`config.mk`:
```
export PLATFORM = sky130hd
export DESIGN_NAME = lsu_stage
export DESIGN_NICKNAME = d
export VERILOG_FILES = /design/src/rtl/lsu_stage.sv
export SDC_FILE = /design/constraint.sdc
export NUM_CORES = 1
export LEC_CHECK = 0
export CORE_ASPECT_RATIO = 0.9
export CORE_MARGIN = 5
export CORE_UTILIZATION = 44
export DETAILED_ROUTE_END_ITERATION = 10
export HOLD_SLACK_MARGIN = 0.02
export PLACE_DENSITY = 0.92
export SLEW_MARGIN = 20
export SYNTH_ARGS = -nofsm -noshare
export SYNTH_HDL_FRONTEND = slang
export SYNTH_SLANG_ARGS = --single-unit
```
`constraint.sdc`:
```
create_clock -name clk_i -period 10.3 [get_ports clk_i]
set_clock_uncertainty 0.15 [all_clocks]
set_input_delay 1.545 -clock clk_i [delete_from_list [all_inputs] [get_ports clk_i]]
set_output_delay 1.545 -clock clk_i [all_outputs]
set_load 0.05 [all_outputs]
```
`src/rtl/lsu_stage.sv`:
```
// ============================================================================
// Module      : lsu_stage
// Description : Load/store pipeline stage. It captures one instruction, issues
//               at most one memory request and hands the result to writeback.
// Revision    : 1.0 - initial release
// ============================================================================
`default_nettype none

module lsu_stage #(
    parameter int XLEN = 32
) (
    input  logic            clk_i,
    input  logic            rst_i,
    // upstream (ex_ls)
    input  logic            m_valid_i,
    output logic            M_ready_o,
    input  logic            m_wenReg_i,
    input  logic [4:0]      m_rd_i,
    input  logic [XLEN-1:0] m_res_i,
    input  logic [XLEN-1:0] m_src1_i,
    input  logic            m_wenMem_i,
    input  logic            m_renMem_i,
    input  logic [1:0]      m_mask_i,
    input  logic            m_is_load_signed_i,
    input  logic [XLEN-1:0] m_npc_i,
    // memory request
    output logic            mem_req_valid_o,
    input  logic            mem_req_ready_i,
    output logic            mem_req_wen_o,
    output logic [XLEN-1:0] mem_req_addr_o,
    output logic [XLEN-1:0] mem_req_wdata_o,
    output logic [3:0]      mem_req_wmask_o,
    // memory response
    input  logic            mem_rsp_valid_i,
    output logic            mem_rsp_ready_o,
    input  logic [XLEN-1:0] mem_rsp_rdata_i,
    // writeback
    output logic            w_valid_o,
    input  logic            w_ready_i,
    output logic            w_wenReg_o,
    output logic [4:0]      w_rd_o,
    output logic [XLEN-1:0] w_data_o,
    output logic [XLEN-1:0] w_npc_o,
    output logic            misalign_o
);

    typedef enum logic [1:0] {
        S_IDLE = 2'd0,
        S_REQ  = 2'd1,
        S_RSP  = 2'd2,
        S_OUT  = 2'd3
    } state_t;

    state_t state, state_nxt;

    logic            wen_reg_q;
    logic [4:0]      rd_q;
    logic [XLEN-1:0] res_q;
    logic [XLEN-1:0] src1_q;
    logic            wen_mem_q;
    logic            ren_mem_q;
    logic [1:0]      mask_q;
    logic            signed_q;
    logic [XLEN-1:0] npc_q;
    logic [XLEN-1:0] data_q;
    logic            misalign_q;

    logic            accept;
    logic            is_mem_in;
    logic            misaligned_in;
    logic [XLEN-1:0] rdata_shifted;
    logic [XLEN-1:0] load_data;
    logic [3:0]      base_mask;

    assign accept    = (state == S_IDLE) && m_valid_i;
    assign is_mem_in = m_wenMem_i | m_renMem_i;

    always_comb begin
        misaligned_in = 1'b0;
        case (m_mask_i)
            2'b00:   misaligned_in = 1'b0;
            2'b01:   misaligned_in = m_res_i[0];
            default: misaligned_in = |m_res_i[1:0];
        endcase
    end

    always_ff @(posedge clk_i) begin
        if (!rst_i) begin
            state      <= S_IDLE;
            misalign_q <= 1'b0;
        end else begin
            state      <= state_nxt;
            misalign_q <= accept && is_mem_in && misaligned_in;
        end
    end

    always_comb begin
        state_nxt       = state;
        M_ready_o       = 1'b0;
        mem_req_valid_o = 1'b0;
        mem_rsp_ready_o = 1'b0;
        w_valid_o       = 1'b0;
        case (state)
            S_IDLE: begin
                M_ready_o = 1'b1;
                if (m_valid_i)
                    state_nxt = (is_mem_in && !misaligned_in) ? S_REQ : S_OUT;
            end
            S_REQ: begin
                mem_req_valid_o = 1'b1;
                if (mem_req_ready_i) state_nxt = S_RSP;
            end
            S_RSP: begin
                mem_rsp_ready_o = 1'b1;
                if (mem_rsp_valid_i) state_nxt = S_OUT;
            end
            S_OUT: begin
                w_valid_o = 1'b1;
                if (w_ready_i) state_nxt = S_IDLE;
            end
            default: state_nxt = S_IDLE;
        endcase
    end

    // Payload registers carry no reset; they are only observed behind a valid.
    always_ff @(posedge clk_i) begin
        if (accept) begin
            wen_reg_q <= m_wenReg_i;
            rd_q      <= m_rd_i;
            res_q     <= m_res_i;
            src1_q    <= m_src1_i;
            wen_mem_q <= m_wenMem_i;
            ren_mem_q <= m_renMem_i;
            mask_q    <= m_mask_i;
            signed_q  <= m_is_load_signed_i;
            npc_q     <= m_npc_i;
            data_q    <= is_mem_in ? '0 : m_res_i;
        end else if (state == S_RSP && mem_rsp_valid_i) begin
            data_q    <= ren_mem_q ? load_data : '0;
        end
    end

    always_comb begin
        rdata_shifted = mem_rsp_rdata_i >> {res_q[1:0], 3'b000};
        case (mask_q)
            2'b00:   load_data = {{(XLEN-8){signed_q & rdata_shifted[7]}}, rdata_shifted[7:0]};
            2'b01:   load_data = {{(XLEN-16){signed_q & rdata_shifted[15]}}, rdata_shifted[15:0]};
            default: load_data = rdata_shifted;
        endcase
    end

    always_comb begin
        mem_req_wdata_o = src1_q;
        base_mask       = 4'b1111;
        case (mask_q)
            2'b00: begin
                mem_req_wdata_o = {4{src1_q[7:0]}};
                base_mask       = 4'b0001;
            end
            2'b01: begin
                mem_req_wdata_o = {2{src1_q[15:0]}};
                base_mask       = 4'b0011;
            end
            default: begin
                mem_req_wdata_o = src1_q;
                base_mask       = 4'b1111;
            end
        endcase
    end

    // Both enables high is treated as a load, so the store side is suppressed.
    assign mem_req_wen_o   = wen_mem_q & ~ren_mem_q;
    assign mem_req_wmask_o = mem_req_wen_o ? (base_mask << res_q[1:0]) : 4'b0000;
    assign mem_req_addr_o  = {res_q[XLEN-1:2], 2'b00};

    assign w_wenReg_o = wen_reg_q;
    assign w_rd_o     = rd_q;
    assign w_data_o   = data_q;
    assign w_npc_o    = npc_q;
    assign misalign_o = misalign_q;

endmodule

`default_nettype wire

```
==> results.yml <==
floorplan:
  die_w_um: 134
  dieHeight_um: 122
  dieArea_mm2: 0.0164
  pin_count: 289
  initial_core_util_pct: 45.2
  row_count: 40
  core-area_mm2: 0.0135
synth:
  postSynthAreaPerCell_um2: 14.6
  syn_area_mm2: 0.00611
  synth_cell_type_count: 36
  synthCells: 420
  yosys_warnings: 0
  synth-seq-area-share_pct: 69.2
  yosys_register_bits: 142
detailed_routing:
  drc: 0
  drt_iter0_markers: 280
  ant_nets: 0
  vias: 4520
  wl_per_cell_um: 21.7
  vias_per_cell: 5.31
  drt_wl_total_um: 18500
  dr.pass1.iters: 7
clock_tree:
  cts_resized: 0
  clock-sinks: 142
  clkSlewWorstSetupHoldPaths_ns: 0.06
  ctsHoldBuffers: 0
  post_cts_buffers: 0
  clk_latency_ns: 0.41
  cts_tree: "yes"
  clock_path_buffers: 2
  ctsHtreeMaxLevel: 4
  root_buffer: "clkbuf_16"
  cts_buffers: 17
setup_path:
  worstSetupStartpoint: "mask_q[1]$_DFFE_PN_"
  worst_setup_path_start_kind: "flip-flop"
  r2r-end: "w_data_o[25]$_DFFE_PP_"
  endpoint: "mem_req_wdata_o[10]"
  cp_data_arrival_time_ns: 3.01
  reg2reg_slack_ns: 7.32
  path_class: "reg2out"
  r2r_cells: 6
  required_ns: 8.61
  crit-reg2reg-launch: "state[0]$_SDFFE_PN0P_"
  end_kind: "output port"
  path_max_fanout: 29
placement:
  portBuffers: 286
  preCtsSetupSlack_ns: 6.03
  hpwl_um: 13700
  dp_cells: 819
  gp_congestion: 0.817
finish:
  final_util_pct: 70.3
  finalNonFillerCells: 852
  fin_nets: 820
  fillCellCount: 911
  multi_input_area_mm2: 0.00146
  seq_area_mm2: 0.00423
  syn2layout_area_growth_pct: 55.4
  drive_above_1_share_pct: 9.66
run_status:
  status: "completed"
grt:
  grt_usage_pct: 22.4
  grt_max_degree: 74
  grt_overflow: 0
  antenna_found_initial: 1
  grt_first_pass_wirelength_um: 27400
  grt_pass1_vias: 4825
sta:
  max_clock_freq_mhz: 212
  hold_viol: 0
  max_slew_margin_pct: 32.2
  fin_crit_ns: 4.71
  fin_crit_sh_pct: 45.7
  final-setup-viol-count: 0
  rsz0062_at_grt: "no"
  hold_slack_ns: 0.358
  fin_tns_setup_ns: 0
  worst_pin_slew_ns: 1.02
  slew_violations: 0
  layout_setup_ws_ns: 5.59
power_and_ir_drop:
  p_leak_nw: 3.43
  vdd_drop_max_mv: 0.197
  p_per_area_mw_per_mm2: 294
flow_run:
  maxCapViolations: 0
worst_hold_path:
  worstHoldPathType: "reg2reg"
where the power goes:
group | leakage, nW | switching, mW | total [mW] | internal (mW)
Combinational | 1.76 | 0.816 | 1.20 | 0.379
Clock | 0.324 | 0.239 | 0.696 | 0.457
Sequential | 1.35 | 0.0710 | 0.904 | 0.833
placed cells by master, fill, tap and decap left out, drive strengths merged, types with 2 or more instances in the layout:
master	Yosys	layout
clkdlybuf4s50	0	286
edfxtp	139	139
nand2	54	54
o21ai	34	34
mux2i	22	22
mux2	19	19
clkbuf	9	19
a21oi	16	16
a221o	16	16
nor2	11	11
inv	7	11
nand3b	7	7
bufinv	0	6
ha	5	5
buf	52	5
nor2b	4	4
nor3	4	4
a211oi	3	3
dfxtp	3	3
clkinv	0	3
o2111ai	2	2
conb	1	2
a2111oi	2	2
cell usage after synthesis:
master	n	area share (%)
o2111ai_1	2	0.29
a221o_1	10	1.6
o21ai_0	26	2.1
and3_1	1	0.10
mux2_2	17	3.1
dfxtp_1	3	0.98
inv_1	7	0.43
buf_6	2	0.37
nand2_1	54	3.3
nor2_1	11	0.68
mux2_1	2	0.37
a32o_1	1	0.16
nand3b_1	7	0.86
xor2_2	1	0.27
nor3_1	4	0.33
mux4_2	1	0.37
nor4_2	1	0.20
edfxtp_1	139	68
buf_2	9	0.74
nand2b_1	1	0.10
a2111oi_1	1	0.16
buf_4	41	5.0
a221o_2	6	1.1
nand3_1	1	0.082
o21ai_1	8	0.65
or2_2	1	0.10
clkbuf_1	9	0.55
a22oi_2	1	0.20
nor2b_1	4	0.41
mux2i_1	22	3.6
a21oi_1	16	1.3
o211a_1	1	0.16
ha_1	5	1.0
a211oi_1	3	0.37
a2111oi_4	1	0.45
conb_1	1	0.061
state kept, by name (all words and copies together) (netlist names):
register	cells
mask_q	2
w_npc_o	32
res_q	32
src1_q	32
w_rd_o	5
state	2
signed_q	1
ren_mem_q	1
w_wenReg_o	1
wen_mem_q	1
w_data_o	32
misalign_o	1
worst max-delay path, cell delays in order (launching register included):
cell	delay, ns
edfxtp_1	0.79
nor2_1	0.74
nand2_1	0.15
nand2_1	0.10
clkdlybuf4s50_1	0.81
how the worst min path moves through the flow:
stage	from	to	slack, ns	cells after the start
2_1_floorplan	state[1]$_SDFFE_PN0P_	state[1]$_SDFFE_PN0P_	0.32	2
3_3_place_gp	state[1]$_SDFFE_PN0P_	state[1]$_SDFFE_PN0P_	0.34	2
3_5_place_dp	state[1]$_SDFFE_PN0P_	state[1]$_SDFFE_PN0P_	0.35	2
4_1_cts	state[1]$_SDFFE_PN0P_	state[1]$_SDFFE_PN0P_	0.36	2
5_1_grt	state[1]$_SDFFE_PN0P_	state[1]$_SDFFE_PN0P_	0.38	2
6_report	state[1]$_SDFFE_PN0P_	state[1]$_SDFFE_PN0P_	0.36	2
kinds of logic (layout without fill, tap and decap cells):
kind of cell | Yosys count | after routing | synth area share [%]
simple gates | 85 | 85 | 6.18
other cells | 1 | 3 | 0.0613
xor+xnor | 1 | 1 | 0.266
compound gates | 76 | 76 | 8.64
buf+inv | 68 | 330 | 7.12
fa+ha+maj | 5 | 5 | 1.02
mux | 42 | 42 | 7.47
flops | 142 | 142 | 69.2
area by class of cell:
type / instances / share of cell area, %
Clock inverter: 13 / 2.45
Antenna cell: 1 / 0.0263
Sequential cell: 142 / 44.6
Inverter: 7 / 0.303
Clock buffer: 19 / 4.56
Timing Repair Buffer: 291 / 30.5
Tap cell: 168 / 2.21
Multi-Input combinational cell: 211 / 15.4
through the flow:
stage	power, mW	cell area, µm²
after CTS	2.81	9490
final	2.79	9500
after detailed placement	2.11	8830
after global placement	2.08	8830
after floorplan	1.72	6120
after global routing	2.89	9500
per-layer routing:
layer / track usage (%) / routed length [µm] / vias to the layer above / part of all wire [%]
met5: 0 / 0 / - / 0
met4: 8.02 / 367 / 0 / 2.0
met3: 8.55 / 2060 / 33 / 11
met2: 39.6 / 9520 / 279 / 51
met1: 24.7 / 6540 / 2165 / 35
li1: - / - / 2043 / -
(Power assumes the default switching activity.)
